## config.mk

```make
export PLATFORM = sky130hd
export DESIGN_NAME = dmem_access_sequencer_flat
export DESIGN_NICKNAME = d
export VERILOG_FILES = /design/src/rtl/dmem_access_sequencer_if.sv /design/src/rtl/dmem_access_sequencer.sv /design/src/flat_wrapper.sv
export SDC_FILE = /design/constraint.sdc
export NUM_CORES = 1
export LEC_CHECK = 0
export ABC_AREA = 1
export BUFFER_PORTS_ARGS = -buffer_cell sky130_fd_sc_hd__buf_2
export CORE_ASPECT_RATIO = 1.25
export CORE_UTILIZATION = 53
export CTS_BUF_LIST = sky130_fd_sc_hd__clkbuf_4 sky130_fd_sc_hd__clkbuf_8
export CTS_CLUSTER_SIZE = 12
export DETAILED_ROUTE_END_ITERATION = 8
export PLACE_DENSITY = 0.82
export SYNTH_ARGS = -nofsm -noshare
export SYNTH_HDL_FRONTEND = slang
export SYNTH_SLANG_ARGS = --single-unit
```

## constraint.sdc

```tcl
create_clock -name clk -period 2.55 [get_ports clk]
set_input_delay 0 -clock clk [delete_from_list [all_inputs] [get_ports clk]]
set_output_delay 0 -clock clk [all_outputs]
set_load 0.01 [all_outputs]
```

## src/rtl/dmem_access_sequencer_if.sv

```systemverilog
// Load/store request, response and data-memory port bundle for dmem_access_sequencer.
// master = core + memory side, slave = the sequencer.
interface dmem_access_sequencer_if #(
  parameter int unsigned ADDR_W = 32
);
  logic              req_valid;
  logic              req_ready;
  logic              req_we;
  logic [2:0]        req_fn3;
  logic [ADDR_W-1:0] req_addr;
  logic [31:0]       req_wdata;

  logic              rsp_valid;
  logic [31:0]       rsp_rdata;
  logic              rsp_err;

  logic [ADDR_W-1:0] mem_addr;
  logic              mem_re;
  logic              mem_we;
  logic [31:0]       mem_wdata;
  logic [31:0]       mem_rdata;

  modport master (
    output req_valid, req_we, req_fn3, req_addr, req_wdata, mem_rdata,
    input  req_ready, rsp_valid, rsp_rdata, rsp_err,
    input  mem_addr, mem_re, mem_we, mem_wdata
  );

  modport slave (
    input  req_valid, req_we, req_fn3, req_addr, req_wdata, mem_rdata,
    output req_ready, rsp_valid, rsp_rdata, rsp_err,
    output mem_addr, mem_re, mem_we, mem_wdata
  );
endinterface

```

## src/rtl/dmem_access_sequencer.sv

```systemverilog
// Load/store sequencer for a one-cycle-latency single-port data memory:
// sub-word stores as read-merge-write, loads with lane extraction and extension.
module dmem_access_sequencer #(
  parameter int unsigned ADDR_W = 32
) (
  input logic                    clk,
  input logic                    rst_n,
  dmem_access_sequencer_if.slave bus
);
  localparam int unsigned DATA_W = 32;
  localparam int unsigned HALF_W = 16;

  localparam logic [2:0] ST_IDLE = 3'd0;
  localparam logic [2:0] ST_RD   = 3'd1;
  localparam logic [2:0] ST_WAIT = 3'd2;
  localparam logic [2:0] ST_WR   = 3'd3;
  localparam logic [2:0] ST_RESP = 3'd4;

  localparam logic [2:0] FN_B  = 3'b000;
  localparam logic [2:0] FN_H  = 3'b001;
  localparam logic [2:0] FN_W  = 3'b010;
  localparam logic [2:0] FN_BU = 3'b100;
  localparam logic [2:0] FN_HU = 3'b101;

  // Illegal funct3 for the direction, or address not aligned to the access size.
  function automatic logic access_bad(input logic we, input logic [2:0] fn3,
                                      input logic [1:0] off);
    logic illegal;
    logic misaligned;
    if (we) illegal = !(fn3 == FN_B || fn3 == FN_H || fn3 == FN_W);
    else    illegal = !(fn3 == FN_B || fn3 == FN_H || fn3 == FN_W ||
                        fn3 == FN_BU || fn3 == FN_HU);
    misaligned = ((fn3[1:0] == 2'b01) && off[0]) ||
                 ((fn3[1:0] == 2'b10) && (off != 2'b00));
    return illegal || misaligned;
  endfunction

  // Splice the store byte/halfword into the word read from memory.
  function automatic logic [DATA_W-1:0] store_merge(input logic [2:0] fn3,
                                                    input logic [1:0] off,
                                                    input logic [DATA_W-1:0] old,
                                                    input logic [HALF_W-1:0] wd);
    logic [DATA_W-1:0] w;
    w = old;
    if (fn3[1:0] == 2'b00) w[{off, 3'b000} +: 8]      = wd[7:0];
    else                   w[{off[1], 4'b0000} +: 16] = wd;
    return w;
  endfunction

  // Right-align the addressed lane, then sign- or zero-extend it.
  function automatic logic [DATA_W-1:0] load_extract(input logic [2:0] fn3,
                                                     input logic [1:0] off,
                                                     input logic [DATA_W-1:0] rd);
    logic [DATA_W-1:0] sh;
    logic [DATA_W-1:0] res;
    sh = rd >> {off, 3'b000};
    case (fn3)
      FN_B:    res = {{24{sh[7]}}, sh[7:0]};
      FN_BU:   res = {24'd0, sh[7:0]};
      FN_H:    res = {{16{sh[15]}}, sh[15:0]};
      FN_HU:   res = {16'd0, sh[15:0]};
      default: res = rd;
    endcase
    return res;
  endfunction

  logic [2:0]        state_q, state_d;
  logic              we_q, we_d;
  logic [2:0]        fn3_q, fn3_d;
  logic [ADDR_W-1:0] addr_q, addr_d;
  logic [DATA_W-1:0] wdata_q, wdata_d;
  logic              ready_q, ready_d;
  logic              re_q, re_d;
  logic              wr_q, wr_d;
  logic              rv_q, rv_d;
  logic [DATA_W-1:0] rdata_q, rdata_d;
  logic              err_q, err_d;

  // Next state, latched request fields and next registered outputs.
  always_comb begin
    state_d = state_q;
    we_d    = we_q;
    fn3_d   = fn3_q;
    addr_d  = addr_q;
    wdata_d = wdata_q;
    rdata_d = rdata_q;
    err_d   = err_q;

    case (state_q)
      ST_IDLE: begin
        if (bus.req_valid && ready_q) begin
          we_d    = bus.req_we;
          fn3_d   = bus.req_fn3;
          addr_d  = bus.req_addr;
          wdata_d = bus.req_wdata;
          if (access_bad(bus.req_we, bus.req_fn3, bus.req_addr[1:0])) begin
            state_d = ST_RESP;
            rdata_d = '0;
            err_d   = 1'b1;
          end else if (bus.req_we && (bus.req_fn3 == FN_W)) begin
            state_d = ST_WR;
          end else begin
            state_d = ST_RD;
          end
        end
      end
      ST_RD:   state_d = ST_WAIT;
      ST_WAIT: begin
        if (we_q) begin
          wdata_d = store_merge(fn3_q, addr_q[1:0], bus.mem_rdata, wdata_q[HALF_W-1:0]);
          state_d = ST_WR;
        end else begin
          rdata_d = load_extract(fn3_q, addr_q[1:0], bus.mem_rdata);
          err_d   = 1'b0;
          state_d = ST_RESP;
        end
      end
      ST_WR: begin
        rdata_d = '0;
        err_d   = 1'b0;
        state_d = ST_RESP;
      end
      ST_RESP: state_d = ST_IDLE;
      default: state_d = ST_IDLE;
    endcase

    ready_d = (state_d == ST_IDLE);
    re_d    = (state_d == ST_RD);
    wr_d    = (state_d == ST_WR);
    rv_d    = (state_d == ST_RESP);
  end

  always_ff @(posedge clk or negedge rst_n) begin
    if (!rst_n) begin
      state_q <= ST_IDLE;
      we_q    <= 1'b0;
      fn3_q   <= '0;
      addr_q  <= '0;
      wdata_q <= '0;
      ready_q <= 1'b1;
      re_q    <= 1'b0;
      wr_q    <= 1'b0;
      rv_q    <= 1'b0;
      rdata_q <= '0;
      err_q   <= 1'b0;
    end else begin
      state_q <= state_d;
      we_q    <= we_d;
      fn3_q   <= fn3_d;
      addr_q  <= addr_d;
      wdata_q <= wdata_d;
      ready_q <= ready_d;
      re_q    <= re_d;
      wr_q    <= wr_d;
      rv_q    <= rv_d;
      rdata_q <= rdata_d;
      err_q   <= err_d;
    end
  end

  // wdata_q carries the store data, replaced by the merged word for sub-word stores.
  assign bus.req_ready = ready_q;
  assign bus.rsp_valid = rv_q;
  assign bus.rsp_rdata = rdata_q;
  assign bus.rsp_err   = err_q;
  assign bus.mem_addr  = {addr_q[ADDR_W-1:2], 2'b00};
  assign bus.mem_re    = re_q;
  assign bus.mem_we    = wr_q;
  assign bus.mem_wdata = wdata_q;
endmodule

```

## src/flat_wrapper.sv

```systemverilog
// flat-port wrapper written by rule: the top's interface ports become plain ports
module dmem_access_sequencer_flat 
#(
  parameter int unsigned ADDR_W = 32
)
  (clk, rst_n, bus_req_valid, bus_req_we, bus_req_fn3, bus_req_addr, bus_req_wdata, bus_mem_rdata, bus_req_ready, bus_rsp_valid, bus_rsp_rdata, bus_rsp_err, bus_mem_addr, bus_mem_re, bus_mem_we, bus_mem_wdata);
  dmem_access_sequencer_if #(.ADDR_W(ADDR_W)) bus_i ();
  input logic clk;
  input logic rst_n;
  input wire logic [$bits(bus_i.req_valid)-1:0] bus_req_valid;
  input wire logic [$bits(bus_i.req_we)-1:0] bus_req_we;
  input wire logic [$bits(bus_i.req_fn3)-1:0] bus_req_fn3;
  input wire logic [$bits(bus_i.req_addr)-1:0] bus_req_addr;
  input wire logic [$bits(bus_i.req_wdata)-1:0] bus_req_wdata;
  input wire logic [$bits(bus_i.mem_rdata)-1:0] bus_mem_rdata;
  output wire logic [$bits(bus_i.req_ready)-1:0] bus_req_ready;
  output wire logic [$bits(bus_i.rsp_valid)-1:0] bus_rsp_valid;
  output wire logic [$bits(bus_i.rsp_rdata)-1:0] bus_rsp_rdata;
  output wire logic [$bits(bus_i.rsp_err)-1:0] bus_rsp_err;
  output wire logic [$bits(bus_i.mem_addr)-1:0] bus_mem_addr;
  output wire logic [$bits(bus_i.mem_re)-1:0] bus_mem_re;
  output wire logic [$bits(bus_i.mem_we)-1:0] bus_mem_we;
  output wire logic [$bits(bus_i.mem_wdata)-1:0] bus_mem_wdata;
  assign bus_i.req_valid = bus_req_valid;
  assign bus_i.req_we = bus_req_we;
  assign bus_i.req_fn3 = bus_req_fn3;
  assign bus_i.req_addr = bus_req_addr;
  assign bus_i.req_wdata = bus_req_wdata;
  assign bus_i.mem_rdata = bus_mem_rdata;
  assign bus_req_ready = bus_i.req_ready;
  assign bus_rsp_valid = bus_i.rsp_valid;
  assign bus_rsp_rdata = bus_i.rsp_rdata;
  assign bus_rsp_err = bus_i.rsp_err;
  assign bus_mem_addr = bus_i.mem_addr;
  assign bus_mem_re = bus_i.mem_re;
  assign bus_mem_we = bus_i.mem_we;
  assign bus_mem_wdata = bus_i.mem_wdata;
  dmem_access_sequencer #(.ADDR_W(ADDR_W)) u_core (.clk(clk), .rst_n(rst_n), .bus(bus_i));
endmodule
```

Word-level counts from Yosys, hierarchy flattened:

Index checks and enable logic that the tools add are counted.

* logic and storage cells: 83
* output and inout bits: 101
* bits of input ports: 103
* bits in registers: 108

* $add $sub $neg: 2
* equality and inequality tests: 19
* muxes and demuxes: 23
* reduce and logical (&&, ||, !) cells: 23
* shift-type cells: 5

Operators with widths (number)
* $mux W32: 6
* $pmux W32 S4: 1
* $pmux W32 S3: 1
* $bwmux W32: 2
* $pmux W32 S2: 1
* $shift A16 B7 Y32 const A: 1
* $shift A8 B7 Y32 const A: 1
* $shiftx A16 B7 Y32: 1
* $shiftx A8 B7 Y32: 1
* $shr A32 B5 Y16: 1
* $eq A3 B3 Y1 const B: 5
* $neg A5 Y7: 2
* $eq A3 B1 Y1 const B: 4
* $eq A3 B2 Y1 const B: 4
* $logic_not A3 Y1: 4
* $pmux W3 S4: 1
* $mux W3: 3
* $logic_or A1 B1 Y1: 6
* $mux W1: 6
* $ne A2 B1 Y1 const B: 3
* $logic_and A1 B1 Y1: 4
* $reduce_and A4 Y1: 1
* $reduce_bool A2 Y1: 2
* $pmux W1 S3: 1
* other kinds (9): 10

Longest topological paths before layout:

* depth after elaboration: 14
* depth in mapped cells: 13
* depth with buffers taken out: 10

Worst setup path before layout:

No wires, ideal clock.

* kind: reg2reg
* start point: register u_core.addr_q[0]
* end point: register u_core.wdata_q[24] (netlist: u_core.bus.mem_wdata[24])
* data arrival time: 1.926 ns
* cell stages (with the launch flop): 13
* library setup time: 0.065 ns
* setup slack: 0.559 ns
* path buffers: 3
* cell sequence: dfrtp_1 -> inv_1 -> buf_2 -> buf_2 -> ha_1 -> inv_1 -> clkbuf_1 -> nand3_1 -> o21ai_0 -> nand2_1 -> nand2_1 -> nand2_1 -> nand2_1

* longest elaborated chain between the ends: 6
* elaborated cells between the ends (all ways): 7
* those cells by class: add/sub: 1; shift: 2; mux: 4

Ends and longest elaborated chain
* start: declaration: line dmem_access_sequencer.sv:70 `logic [ADDR_W-1:0] addr_q, addr_d;`
* start signal: assignment: line dmem_access_sequencer.sv:150 `addr_q <= addr_d;`
* $neg A5 Y7 *: line dmem_access_sequencer.sv:45 `if (fn3[1:0] == 2'b00) w[{off, 3'b000} +: 8] = wd[7:0];`
* $shiftx A8 B7 Y32 or $shift A8 B7 Y32 (tied branches): line dmem_access_sequencer.sv:45
* $bwmux W32 *: line dmem_access_sequencer.sv:45
* $mux W32 *: line dmem_access_sequencer.sv:45
* $mux W32 *: line dmem_access_sequencer.sv:109 `if (we_q) begin`
* $pmux W32 S2 *: line dmem_access_sequencer.sv:89 `case (state_q)`
* end signal: assignment: line dmem_access_sequencer.sv:151 `wdata_q <= wdata_d;`
* end: declaration: line dmem_access_sequencer.sv:71 `logic [DATA_W-1:0] wdata_q, wdata_d;`

Every way passes the cells marked *; elsewhere a longest branch is shown, timed or not. The select of a mux whose other input is x is not followed.
A chain may end at the register's enable or synchronous reset.

Worst setup path after layout:

* start point: register u_core.addr_q[0]
* end point: register u_core.wdata_q[6] (netlist: u_core.bus.mem_wdata[6])

The elaborated chain is that of the path after synthesis.

==> reports/results.txt <==
Before antenna repair, the detailed router went through 5 iterations. Along the worst path, the maximum fanout reaches 11. For the worst flop-to-flop path, the logic depth is 10.

In this run the standard cell core region covers 11800 um2. The run gives 0 as the total setup violations reported at the end of the flow. For flop-to-flop paths, the worst setup slack is 0.20 ns. The capturing point of the worst reg2reg path was u_core.bus.mem_wdata[6]$_DFFE_PN0P_. In the final timing run, aggregate negative setup slack is 0 ns. After clock tree synthesis, the clock-pin slew on the worst setup and hold paths is 0.10 ns. For this block, the initial DRC count from the detailed router was 613. The run gives 55 as the pin count of the biggest net entering global routing. The routability congestion estimate is 0.947, and the deepest clock path buffer count is 2.

The cell with the biggest individual delay on the critical path is sky130_fd_sc_hd__dlygate4sd3_1. The worst path needs 2.35 ns of the cycle, external delays included. Post-route DRC violation count: 0. Setup repair after global routing left no endpoint under its margin.

For hold timing, the worst endpoint is u_core.bus.mem_wdata[0]$_DFFE_PN0P_. The number of clock buffers added by TritonCTS is 9. The tools report the number of antenna cells inserted as 0. From synthesis to final layout, the design area changed by 25.8%. Global routing used 34.3% of the available tracks.

The number of hold-slack violations in the final timing report is 0. Ranked by total cell area, the synthesized netlist is headed by sky130_fd_sc_hd__dfrtp_1 (41%), sky130_fd_sc_hd__nand2_1 (25%), sky130_fd_sc_hd__nand3_1 (6.5%), sky130_fd_sc_hd__buf_4 (5.0%), sky130_fd_sc_hd__nor2_1 (3.8%). During placement, the flow inserted port buffers numbering 201.

The type of destination of the critical path is a flop. The number of instances on the worst hold path is 5. For the maximum achievable frequency, the log shows 426 MHz. The transition time at the pin with the least slew margin is 0.701 ns.

Layer with the highest usage: met2. The count of flip-flops with a built-in enable after synthesis works out to 0. The H-tree was split into 3 levels.

The critical path launch point type is a flop. The initial antenna violation count is 0. For this run, global-route usage on met1 was measured as 41.1%.

In this run the worst hold path is classified as primary input to flop. The detailed-route via count is 7016. The run finished with clean final reports. Launch point of the worst hold path: bus_mem_rdata[0]. The final max-slew violation count is 0. The Yosys step of the flow raised 0 warnings. The floorplan die width came out at 101 um. The share of the yosys chip area belonging to registers was 41.5%.

The average instance in the mapped netlist occupies 6.82 um2. The full die area was 12700 um2; the initial cell density of the core was 55.2%. For the worst setup path, the data required time is 2.83 ns. The final layout contains 1281 nets. The tools report the worst slew slack as a fraction of its limit as 53.2%. For the worst-skew pair, the clock arrives at the later sink with an insertion delay of 0.38 ns. The site row count was 44; the wire length of the first global-routing pass was 33800 um. The HPWL after detailed placement is 14500 um.

The library cells used most frequently in the layout, excluding fill and tap cells, are sky130_fd_sc_hd__nand2_1 (432), sky130_fd_sc_hd__buf_2 (200), sky130_fd_sc_hd__dfrtp_1 (107), sky130_fd_sc_hd__nand3_1 (84), sky130_fd_sc_hd__dlygate4sd3_1 (68). The overall die height was 126 um; the number of distinct library cell variants in the gate-level netlist after synthesis was 29. Type of the worst setup path: flop to flop.

The tools report the met3 usage as 7.05%. In the routed layout, each cell is associated on average with a via count of 5.25. The count of nets left with antenna violations once routing finished came out at 0.

The combined area of all synthesized cells was 6510 um2. Data arrives at the worst endpoint at 2.62 ns. The critical path goes through inv_1 > ha_2 > inv_1 > nand2_1 > o21ai_2 > nand3_1 > nand2_1 > dlygate4sd3_1 > nand2_1 > nand2_1.

The setup clock skew after layout was 0.00548 ns. Of the post-synthesis cell area, the dominant cell type holds 41.1%. The tools report the number of ports placed on the die boundary as 204.

Total non-filler cell area in the finished layout: 8190 um2. sky130_fd_sc_hd__dfrtp_1 takes more of the synthesized area than any other cell. The number of sinks on the clock net was 108; the fraction of final layout cells with drive strength greater than 1 was 22.0%. In the final routed layout, each cell accounts on average for 15.9 um.

TritonCTS built the clock tree. Counting flops and latches in the post-synthesis netlist gives 108. After detailed routing, the total wire length is 21200 um. Summed over all cells, the static leakage comes to 4.66 nW.

Counting every instance in the synthesized netlist gives 954. The run gives 0.646 mV as the peak supply drop. The run gives 0 as the setup fix buffers added after clock tree synthesis. Across the run, the number of max-cap violations was 0. Of all flip-flops after synthesis, the portion carrying an async set or reset was 100%.

The global-route met2 utilization was 56.9%. The highest cell delay on the worst timing path works out to 0.55 ns. Worst flop-to-flop path startpoint: u_core.addr_q[0]$_DFFE_PN0P_. Among all flip-flop cells after synthesis, the most frequent one is sky130_fd_sc_hd__dfrtp_1.

The most frequent cell on the critical path was sky130_fd_sc_hd__nand2_1. The library cell used most frequently in the layout, excluding fill and tap cells, is sky130_fd_sc_hd__nand2_1. The clock tree root buffer cell is sky130_fd_sc_hd__clkbuf_8. Summed over all layers, the global routing overflow is 0. In the finished design, the share of the clock period the worst path needs comes to 92.0%. The post-detailed-placement cell area was 7340 um2.

In this run the power density over the cells is 1050 nW/um2. For the number of global-route vias before repair, the log shows 6887.
[Yosys cell counts (all sizes together), types with 2 or more instances]
master,number
clkbuf,11
o21ai,41
nand2,437
inv,63
nand4,6
o211ai,9
dfrtp,107
a21oi,42
nor2,76
buf,62
nand3,89
ha,5
or2,2
[through the flow]
stage          util [%]  power, W  setup WS, ns  hold WS, ns  cells
6_report           69.5   0.00860         0.205       0.0115   1337
5_1_grt            69.5   0.00932        0.0394       0.0135   1337
4_1_cts            69.5   0.00851         0.182      0.00213   1337
3_5_place_dp       62.3   0.00747         0.547       0.0907   1255
3_3_place_gp       62.3   0.00739         0.644       0.0882   1255
2_1_floorplan         -   0.00636         0.559       -0.296    955
[worst max-delay path, delay by kind of cell (launching register included)]
| family | cells | cell delay, ns |
|---|---|---|
| buffers and inverters | 3 | 1.00 |
| and+or+nand+nor | 5 | 0.43 |
| DFF | 1 | 0.39 |
| adders and majority gates | 1 | 0.31 |
| AOI/OAI and AO/OA | 1 | 0.12 |
[state kept, by name, summed over array words and instances, names as in the netlist]
| register | cells |
|---|---|
| u_core.bus.rsp_rdata | 32 |
| u_core.we_q | 1 |
| u_core.bus.rsp_err | 1 |
| u_core.bus.rsp_valid | 1 |
| u_core.bus.req_ready | 1 |
| u_core.addr_q | 32 |
| u_core.bus.mem_we | 1 |
| u_core.bus.mem_re | 1 |
| u_core.state_q | 3 |
| u_core.fn3_q | 3 |
| u_core.bus.mem_wdata | 32 |
[where the power goes]
| group | switching [W] | total, W | internal (W) |
|---|---|---|---|
| sequential | 0.000522 | 0.00294 | 0.00242 |
| clock | 0.000598 | 0.000948 | 0.000350 |
| combinational | 0.00311 | 0.00471 | 0.00160 |
[cell families (layout without fill, tap and decap cells)]
| group | Yosys count | after routing | synth area share [%] |
|---|---|---|---|
| buffers and inverters | 137 | 358 | 10.9 |
| flip-flops | 108 | 108 | 41.5 |
| other | 1 | 2 | 0.0576 |
| AO/OA/AOI/OAI | 92 | 92 | 7.54 |
| adder cells (fa/ha/maj) | 5 | 5 | 0.961 |
| AND/OR/NAND/NOR | 611 | 611 | 39.0 |
[worst max-delay path by stage]
stage | startpoint | end | slack [ns] | depth (start not counted)
after floorplan | u_core.addr_q[0]$_DFFE_PN0P_ | u_core.bus.mem_wdata[24]$_DFFE_PN0P_ | 0.56 | 12
after global placement | u_core.state_q[0]$_DFF_PN0_ | u_core.bus.mem_wdata[23]$_DFFE_PN0P_ | 0.64 | 7
after detailed placement | u_core.state_q[0]$_DFF_PN0_ | u_core.bus.mem_wdata[21]$_DFFE_PN0P_ | 0.55 | 7
after CTS | u_core.addr_q[0]$_DFFE_PN0P_ | u_core.bus.mem_wdata[6]$_DFFE_PN0P_ | 0.18 | 10
after global routing | u_core.addr_q[0]$_DFFE_PN0P_ | u_core.bus.mem_wdata[6]$_DFFE_PN0P_ | 0.04 | 10
final | u_core.addr_q[0]$_DFFE_PN0P_ | u_core.bus.mem_wdata[6]$_DFFE_PN0P_ | 0.20 | 10
[metal layers]
metal / up-vias / share of wire [%] / wire (um)
met5: - / 0 / 0
met4: 0 / 5.3 / 1130
met3: 79 / 8.0 / 1700
met2: 378 / 49 / 10300
met1: 3168 / 38 / 8090
li1: 3391 / - / -
[final cells by class]
type | count | area, um2
inverter | 64 | 240
timing repair buffer | 280 | 1780
tap | 161 | 201
sequential | 108 | 2700
clock inverter | 5 | 37.5
multi-input combinational | 710 | 3100
fill | 1019 | 3590
clock buffer | 9 | 124
[repair_timing]
action                                  in CTS  in global routing
resized for setup                            0                  1
endpoints found under the hold margin      116                  0
endpoints found under the setup margin       0                  2
hold buffers                                68                  0
Note: power is estimated with default switching activity, not from simulation.
